===== config.mk =====
export PLATFORM = sky130hd
export DESIGN_NAME = branch_rs
export DESIGN_NICKNAME = d
export VERILOG_FILES = /design/src/rtl/branch_pkg.sv /design/src/rtl/branch_rs_pick.sv /design/src/rtl/branch_rs.sv
export SDC_FILE = /design/constraint.sdc
export NUM_CORES = 2
export LEC_CHECK = 0
export ABC_AREA = 1
export CAP_MARGIN = 15
export CORE_MARGIN = 1.5
export CORE_UTILIZATION = 61
export CTS_CLUSTER_SIZE = 30
export DETAILED_ROUTE_END_ITERATION = 10
export GPL_TIMING_DRIVEN = 0
export PLACE_DENSITY = 0.85
export SETUP_SLACK_MARGIN = 0.05
export SYNTH_ARGS = -nofsm -noshare
export SYNTH_HDL_FRONTEND = slang
export SYNTH_HIERARCHICAL = 1
export SYNTH_SLANG_ARGS = --single-unit

===== constraint.sdc =====
create_clock -name clk -period 4.45 [get_ports clk]
set_clock_uncertainty 0.15 [all_clocks]
set_input_delay 0.6675 -clock clk [delete_from_list [all_inputs] [get_ports clk]]
set_output_delay 0.6675 -clock clk [all_outputs]
set_load 0.02 [all_outputs]

===== src/rtl/branch_pkg.sv =====
// Shared types for the branch reservation station: op encodings, entry layout,
// issue-bundle width and the function that packs an entry into the issue bundle.
package branch_pkg;

    localparam int BRS_BUNDLE_W  = 106;
    // Tags are stored zero-extended to this width so the entry struct does not
    // depend on the station's TAG_W parameter.
    localparam int BRS_TAG_MAX_W = 16;

    // [4:3] class, [2:0] funct3
    typedef enum logic [4:0] {
        BR_BEQ  = 5'b00_000,
        BR_BNE  = 5'b00_001,
        BR_BLT  = 5'b00_100,
        BR_BGE  = 5'b00_101,
        BR_BLTU = 5'b00_110,
        BR_BGEU = 5'b00_111,
        BR_JAL  = 5'b01_000,
        BR_JALR = 5'b10_000
    } branch_op_e;

    typedef struct packed {
        logic                     rdy;
        logic [BRS_TAG_MAX_W-1:0] tag;
        logic [31:0]              val;
    } brs_src_t;

    typedef struct packed {
        logic        valid;
        logic [4:0]  op;
        logic [4:0]  rd;
        logic [31:0] pc;
        logic [31:0] imm;
        brs_src_t    src1;
        brs_src_t    src2;
    } brs_entry_t;

    // Issue bundle: {op, rd, src1, src2, imm}
    function automatic logic [BRS_BUNDLE_W-1:0] brs_pack(input brs_entry_t e);
        return {e.op, e.rd, e.src1.val, e.src2.val, e.imm};
    endfunction

endpackage


===== src/rtl/branch_rs_pick.sv =====
// Lowest-index priority encoder. Used for free-slot and ready-entry selection.
module branch_rs_pick #(
    parameter int DEPTH = 4
) (
    input  logic [DEPTH-1:0]         req,
    output logic                     found,
    output logic [$clog2(DEPTH)-1:0] idx
);

    localparam int IDX_W = $clog2(DEPTH);

    // Scan from the top down so the lowest requesting index is the last one written.
    always_comb begin
        found = |req;
        idx   = '0;
        for (int i = DEPTH - 1; i >= 0; i--) begin
            if (req[i]) begin
                idx = IDX_W'(i);
            end
        end
    end

endmodule


===== src/rtl/branch_rs.sv =====
// Branch reservation station. Holds dispatched branch ops until both operands are
// captured (at dispatch or from the CDB), then issues one op at a time to the
// branch unit. Optional feature macro: BRS_FLUSH_EN adds a flush input that
// empties the station and clears the busy state.
module branch_rs
    import branch_pkg::*;
#(
    parameter int DEPTH = 4,
    parameter int TAG_W = 4
) (
    input  logic                    clk,
    input  logic                    reset,
    input  logic                    disp_valid,
    output logic                    disp_ready,
    input  logic [4:0]              disp_op,
    input  logic [4:0]              disp_rd,
    input  logic [31:0]             disp_pc,
    input  logic [31:0]             disp_imm,
    input  logic                    disp_src1_rdy,
    input  logic [TAG_W-1:0]        disp_src1_tag,
    input  logic [31:0]             disp_src1_val,
    input  logic                    disp_src2_rdy,
    input  logic [TAG_W-1:0]        disp_src2_tag,
    input  logic [31:0]             disp_src2_val,
    input  logic                    cdb_valid,
    input  logic [TAG_W-1:0]        cdb_tag,
    input  logic [31:0]             cdb_val,
    input  logic                    exec_finish,
    output logic                    issue_start,
    output logic [BRS_BUNDLE_W-1:0] issue_rs,
    output logic [31:0]             issue_pc
`ifdef BRS_FLUSH_EN
    ,
    input  logic                    flush
`endif
);

    localparam int IDX_W = $clog2(DEPTH);

    logic flush_int;
`ifdef BRS_FLUSH_EN
    assign flush_int = flush;
`else
    assign flush_int = 1'b0;
`endif

    brs_entry_t               entry_q [DEPTH];
    brs_entry_t               disp_entry;
    logic [DEPTH-1:0]         free_vec;
    logic [DEPTH-1:0]         ready_vec;
    logic                     free_found;
    logic [IDX_W-1:0]         free_idx;
    logic                     ready_found;
    logic [IDX_W-1:0]         sel_idx;
    logic                     sel_fire;
    logic                     disp_fire;
    logic [BRS_TAG_MAX_W-1:0] cdb_tag_ext;

    logic                     issue_start_reg;
    logic [BRS_BUNDLE_W-1:0]  issue_rs_reg;
    logic [31:0]              issue_pc_reg;
    logic                     busy_reg;

    assign cdb_tag_ext = BRS_TAG_MAX_W'(cdb_tag);

    // disp_ready looks only at registered occupancy; a slot freed by this cycle's
    // issue becomes available next cycle.
    assign disp_ready = free_found;
    assign disp_fire  = disp_valid && free_found && !flush_int;
    // A finishing op frees the unit in time for this cycle's selection.
    assign sel_fire   = ready_found && (!busy_reg || exec_finish);

    branch_rs_pick #(.DEPTH(DEPTH)) u_free_pick (
        .req   (free_vec),
        .found (free_found),
        .idx   (free_idx)
    );

    branch_rs_pick #(.DEPTH(DEPTH)) u_ready_pick (
        .req   (ready_vec),
        .found (ready_found),
        .idx   (sel_idx)
    );

    // New entry, with same-cycle CDB bypass for operands not ready at dispatch
    always_comb begin
        disp_entry          = '0;
        disp_entry.valid    = 1'b1;
        disp_entry.op       = disp_op;
        disp_entry.rd       = disp_rd;
        disp_entry.pc       = disp_pc;
        disp_entry.imm      = disp_imm;
        disp_entry.src1.tag = BRS_TAG_MAX_W'(disp_src1_tag);
        disp_entry.src1.rdy = disp_src1_rdy || (cdb_valid && (disp_src1_tag == cdb_tag));
        disp_entry.src1.val = disp_src1_rdy ? disp_src1_val : cdb_val;
        disp_entry.src2.tag = BRS_TAG_MAX_W'(disp_src2_tag);
        disp_entry.src2.rdy = disp_src2_rdy || (cdb_valid && (disp_src2_tag == cdb_tag));
        disp_entry.src2.val = disp_src2_rdy ? disp_src2_val : cdb_val;
    end

    for (genvar gi = 0; gi < DEPTH; gi++) begin : g_entry
        brs_entry_t entry_reg;
        brs_entry_t entry_next;

        assign entry_q[gi]   = entry_reg;
        assign free_vec[gi]  = !entry_reg.valid;
        assign ready_vec[gi] = entry_reg.valid && entry_reg.src1.rdy && entry_reg.src2.rdy;

        // Wakeup from CDB, release on issue, overwrite on dispatch into a free slot
        always_comb begin
            entry_next = entry_reg;
            if (cdb_valid && entry_reg.valid && !entry_reg.src1.rdy &&
                (entry_reg.src1.tag == cdb_tag_ext)) begin
                entry_next.src1.rdy = 1'b1;
                entry_next.src1.val = cdb_val;
            end
            if (cdb_valid && entry_reg.valid && !entry_reg.src2.rdy &&
                (entry_reg.src2.tag == cdb_tag_ext)) begin
                entry_next.src2.rdy = 1'b1;
                entry_next.src2.val = cdb_val;
            end
            if (sel_fire && (sel_idx == IDX_W'(gi))) begin
                entry_next.valid = 1'b0;
            end
            if (disp_fire && (free_idx == IDX_W'(gi))) begin
                entry_next = disp_entry;
            end
        end

        // Entry storage; reset and flush empty the slot
        always_ff @(posedge clk) begin
            if (reset || flush_int) begin
                entry_reg <= '0;
            end else begin
                entry_reg <= entry_next;
            end
        end
    end

    // Registered issue outputs and branch-unit busy tracking
    always_ff @(posedge clk) begin
        if (reset || flush_int) begin
            issue_start_reg <= 1'b0;
            issue_rs_reg    <= '0;
            issue_pc_reg    <= '0;
            busy_reg        <= 1'b0;
        end else begin
            issue_start_reg <= sel_fire;
            if (sel_fire) begin
                issue_rs_reg <= brs_pack(entry_q[sel_idx]);
                issue_pc_reg <= entry_q[sel_idx].pc;
                busy_reg     <= 1'b1;
            end else if (exec_finish) begin
                busy_reg     <= 1'b0;
            end
        end
    end

    assign issue_start = issue_start_reg;
    assign issue_rs    = issue_rs_reg;
    assign issue_pc    = issue_pc_reg;

endmodule


# Word level (Yosys, flattened, before mapping)
# Cells that the tools add are included.
# Widths: inputs -> output; s select.
dict set report word_totals {
  regBits 736
  inputBits 189
  output_inout_bits 140
  wordCells 178
}
dict set report op_classes {
  order_cmp 1
  n_eq_ne 16
  mux 39
  n_bitwise 1
  reduce_logical 73
}
# cell count
set ops {}
lappend ops {{$mux 173} 4}
lappend ops {{$bmux 173 s2} 1}
lappend ops {{$mux 172} 2}
lappend ops {{$mux 32} 10}
lappend ops {{$eq 4x4->1} 10}
lappend ops {{$logic_and 1x1->1} 40}
lappend ops {{$reduce_bool 2->1} 13}
lappend ops {{$mux 2} 8}
lappend ops {{$mux 1} 14}
lappend ops {{$logic_not 1->1} 13}
lappend ops {{$eq 2x2->1 const B} 4}
lappend ops {{$reduce_or 4->1} 2}
lappend ops {{$eq 2x1->1 const B} 2}
lappend ops {{$logic_not 2->1} 2}
lappend ops {{$ge 3x3->1 const B} 1}
lappend ops {{$logic_or 1x1->1} 3}
lappend ops {{$not 2->3} 1}

# Longest topological paths before layout
dict set report logic_depth {
  word_depth 10
  mapped_depth 12
  depth_no_buf 11
}

# Modules after synthesis
# The synthesis kept the hierarchy.
# module n_inst cells_per_inst area_each_um2
set modules_own_cells {}
lappend modules_own_cells {branch_rs 1 4594 31968.2}
lappend modules_own_cells {branch_rs_pick 2 9 46.3}

# Least setup slack after synthesis
# OpenSTA, ideal clock, no wires.
dict set report synth_timing {
  path_type {register to register}
  from {register g_entry[3].entry_reg (netlist bit entry_q[172])}
  to {register g_entry[3].entry_reg (netlist bit entry_q[79])}
  setup_time_ns 0.070
  t_arrival_ns 2.032
  required_time_ns 4.230
  slack_ns 2.197
  path_stages_with_launch 11
  n_path_buf 2
  path_cell_list {dfxtp_1 -> inv_1 -> inv_1 -> nand4_1 -> nand2_1 -> nor3_4 -> inv_2 -> clkbuf_1 -> clkbuf_1 -> nand3_1 -> a21oi_1}
}
dict set report synth_between {
  word_cells_on_any_way 14
  cone_classes {eq/ne (1); mux (5); reduce/logical (8)}
}
# element line
set synth_rtl {}
lappend synth_rtl {{start, declared} branch_rs.sv:102} ;# brs_entry_t entry_reg;
lappend synth_rtl {{start signal, assigned} branch_rs.sv:135} ;# entry_reg <= entry_next;
lappend synth_rtl {{$logic_not 1->1 *} branch_rs.sv:106} ;# assign free_vec[gi] = !entry_reg.valid;
lappend synth_rtl {{named net free_vec[3]} branch_rs.sv:49} ;# logic [DEPTH-1:0] free_vec;
lappend synth_rtl {{$reduce_or 4->1 *} branch_rs_pick.sv:14} ;# found = |req;
lappend synth_rtl {{named net disp_ready} branch_rs.sv:14} ;# output logic disp_ready,
lappend synth_rtl {{$logic_and 1x1->1 *} branch_rs.sv:69} ;# assign disp_fire = disp_valid && free_found && !flush_int;
lappend synth_rtl {{$logic_and 1x1->1 *} branch_rs.sv:125} ;# if (disp_fire && (free_idx == IDX_W'(gi))) begin
lappend synth_rtl {{$mux 173 / $reduce_bool 2->1 (equally long branches)} n/a}
# The timed path passes the listed nets; every way through them passes the cells marked *.
# A chain may end at the register's enable or synchronous reset.

# Final worst setup path
dict set report layout_timing {
  from {register g_entry[3].entry_reg (netlist bit entry_q[172])}
  to {register issue_rs_reg[1], in the netlist issue_rs[1]}
}
dict set report layout_between {
  elab_chain_cells 10
  word_cells_on_any_way 12
  cone_classes {mux (7); bitwise (1); reduce/logical (4)}
}
# element line
set layout_rtl {}
lappend layout_rtl {{$logic_and 1x1->1 (2 in a row)} branch_rs.sv:107} ;# assign ready_vec[gi] = entry_reg.valid && entry_reg.src1.rdy && entry_reg.src2.rdy;
lappend layout_rtl {{named net ready_vec[3]} branch_rs.sv:50} ;# logic [DEPTH-1:0] ready_vec;
lappend layout_rtl {{$mux 2 (4 in a row)} branch_rs_pick.sv:17} ;# if (req[i]) begin
lappend layout_rtl {{named net sel_idx[1]} branch_rs.sv:54} ;# logic [IDX_W-1:0] sel_idx;
lappend layout_rtl {{$not 2->3 (not written as such)} branch_rs.sv:150} ;# issue_rs_reg <= brs_pack(entry_q[sel_idx]);
lappend layout_rtl {{$bmux 173 s2} branch_rs.sv:150}
lappend layout_rtl {{$mux 172 (2 in a row)} n/a}
lappend layout_rtl {{end signal, assigned} branch_rs.sv:150}
lappend layout_rtl {{end, declared} branch_rs.sv:60} ;# logic [BRS_BUNDLE_W-1:0] issue_rs_reg;
# The timed path passes the listed nets, and every way through them passes these cells. The select of a mux whose other input is x is not followed.

==> results.py <==
metrics = {
    "clock_network": {
        "clk_path_buf_depth": 3,
        "post_cts_resized": 0,
        "cts_hold_buffers": 0,
        "clkTransAtPathRegs_ps": 60,
        "clock_tree.root_cell": "clkbuf_16",
        "cts_made_buffers": 74,
        "insertion_delay_ps": 640,
        "cts.sinks": 736,
        "post-cts-setup-buffers": 0,
        "htreeDepth": 3,
        "cts_tree": "yes",
    },
    "synth": {
        "yosysTopAreaCell": "dfxtp_1",
        "synth.distinct_cells": 21,
        "synth_cells": 4612,
        "synth_top_family_by_area": "simple AND/OR/NAND/NOR gates",
        "synth_seq_cells": 736,
        "avgSynthCellArea_um2": 6.95,
        "synth_compound_gate_area_share": 0.199,
        "netlist.area_leader.share": 0.460,
        "yosysWarningCount": 6,
        "synth-xor-area-share": 0.00273,
        "ys_seq_area_frac": 0.460,
        "synth_top_cells_by_area": "dfxtp_1 (46%), nand2_1 (16%), o21ai_0 (8.3%)",
        "synth_fa_ha_area_frac": 0,
        "synth_fp_nets": 4801,
        "synth_area_um2": 32100,
        "synthMuxAreaShare": 0,
        "synth-simple-area-share": 0.281,
    },
    "sta": {
        "rsz0062_at_grt": "false",
        "timing.slew.headroom": 0.0226,
        "finalSetupViolCount": 0,
        "drv_slew": 0,
        "hold_viol_final": 0,
        "fin_crit_ps": 4010,
        "fin_ws_ps": 441,
        "tns_ps": 0,
        "fmax_mhz": 249,
        "worst_pin_slew_ps": 1470,
        "post-route-period-util": 0.901,
    },
    "critical_path": {
        "crit_required_ps": 4840,
        "rrSetupSlack_ps": 440,
        "start_kind": "flop",
        "crit_path_end": "issue_rs[1]",
        "rr_worst_depth": 10,
        "reg2reg_from": "entry_q[172]",
        "worstSetupPathType": "flop to flop",
        "startpoint": "entry_q[172]",
        "cp_data_arrival_time_ps": 4400,
        "worst_r2r_endpoint": "issue_rs[1]",
        "cp_max_fo": 10,
        "end_kind": "flop",
    },
    "route": {
        "num_vias": 36447,
        "final_antenna_net_count": 0,
        "vias_per_cell": 6.33,
        "drc": 0,
        "dr.pass1.iters": 11,
        "wirelength_mm": 130,
        "wire_per_inst_um": 22.6,
        "drtIter0Drc": 5381,
    },
    "placement": {
        "place_area_um2": 36200,
        "portBuffers": 324,
        "gp_congestion": 1.05,
        "dp_hpwl_mm": 91.4,
        "place_ws_ps": 481,
    },
    "cells_and_area": {
        "largest_reg_flops": 596,
        "drive_gt1_frac": 0.0371,
        "seq_area_um2": 14700,
        "nets": 5203,
        "fill_cells": 4096,
        "final_area_um2": 38800,
        "multi_input_area_um2": 15500,
        "synthToLayoutAreaGrowth_pct": 21.0,
    },
    "floorplan": {
        "rows": 83,
        "dieArea_um2": 53900,
        "die_width_um": 232,
        "core_area_um2": 51600,
        "initial_core_util": 0.621,
        "num_io_pins": 329,
        "die_h_um": 232,
    },
    "power": {
        "power_leakage_nw": 15.0,
        "p_per_area_nw_per_um2": 397,
        "ir_drop_uv": 367,
    },
    "global_routing": {
        "grt_pass1_wl_mm": 194,
        "grt_pass1_vias": 33507,
        "grt_overflow": 0,
        "antenna_found_initial": 6,
        "grtUsageTotal": 0.471,
        "grt_max_degree": 17,
    },
    "status": {
        "outcome": "finished, final reports clean",
    },
    "run": {
        "drv_cap": 0,
    },
    "worst_hold_path": {
        "min_path_type": "flop to flop",
    },
}
## kinds of logic (layout without fill, tap and decap cells)
group                     after synthesis  count (layout)
xor gates and xnor gates               10              10
DFF                                   736             736
buffers and inverters                 476             935
AOI/OAI and AO/OA                    1098            1098
other                                   0               6
and+or+nand+nor                      2292            2292
## worst min path at each step
stage	start	end	slack, ps	depth (start not counted)
floorplan	entry_q[207]	entry_q[207]	290	2
global placement	entry_q[257]	entry_q[257]	300	2
detailed placement	entry_q[84]	entry_q[84]	310	2
CTS	entry_q[84]	entry_q[84]	320	2
global route	entry_q[380]	entry_q[380]	330	2
finish	entry_q[380]	entry_q[380]	320	2
## per-stage QoR
stage,hold slack [ps],instances,power [mW],util
floorplan,294,4612,7.99,-
global route,333,5755,15.8,0.752
global placement,305,5616,8.69,0.700
finish,321,5757,15.4,0.752
CTS,320,5749,15.3,0.751
detailed placement,309,5616,8.72,0.700
## metal layers
layer,part of all wire,vias to the layer above,global-route usage
li1,-,16188,-
met4,0.063,6,0.268
met3,0.16,568,0.153
met2,0.40,2866,0.663
met5,0.00095,-,0.00919
met1,0.38,16819,0.631
## report_power, final
part / internal (mW) / switching [mW]
clock network: 3.98 / 2.74
registers: 6.85 / 0.148
logic: 0.557 / 1.14
## worst max-delay path, cell delays in order (launching register included)
cell and delay (ps):
dfxtp_1 390, inv_1 90, nor3_1 200, inv_1 100, a21oi_2 230, inv_1 70
nor2_1 400, clkbuf_1 1120, clkbuf_1 690, nand2_1 170, a41oi_1 290
## synthesized netlist by cell type
library cell and n:
a21oi_1 285, a21oi_2 4, a22oi_1 138, a41oi_1 138, buf_1 11, buf_2 55
clkbuf_1 312, clkinv_1 4, dfxtp_1 736, inv_1 86, inv_2 8, nand2_1 1352
nand3_1 282, nand4_1 2, nor2_1 648, nor3_1 4, nor3_2 1, nor3_4 3
o21ai_0 533, xnor2_1 8, xor2_1 2
## area by class of cell
| cell class | count | share of cell area |
|---|---|---|
| flip-flops and latches | 736 | 0.380 |
| clock buffers | 111 | 0.0571 |
| clock inverters | 22 | 0.00987 |
| well taps | 680 | 0.0219 |
| multi-input cells | 3400 | 0.399 |
| repair buffers | 326 | 0.0844 |
| inverters | 98 | 0.00948 |
| plain buffers | 378 | 0.0383 |
| diodes | 6 | 0.000387 |
## cell usage in the layout, fill, tap and decap left out, types with 3 or more instances in the layout
cell | netlist | layout
diode_2 | 0 | 6
a22oi_1 | 138 | 138
a21oi_1 | 285 | 285
clkbuf_16 | 0 | 77
buf_1 | 11 | 11
nor3_1 | 4 | 4
nor2_1 | 648 | 648
a41oi_1 | 138 | 138
clkdlybuf4s50_1 | 0 | 324
nand3_1 | 282 | 282
clkbuf_8 | 0 | 16
clkbuf_1 | 312 | 330
o21ai_0 | 533 | 533
bufinv_16 | 0 | 9
inv_2 | 8 | 8
nor3_4 | 3 | 3
buf_2 | 55 | 55
a21oi_2 | 4 | 4
inv_1 | 86 | 86
clkinv_1 | 4 | 4
clkinv_2 | 0 | 7
dfxtp_1 | 736 | 736
xnor2_1 | 8 | 8
nand2_1 | 1352 | 1352
Note: power is estimated with default switching activity, not from simulation.
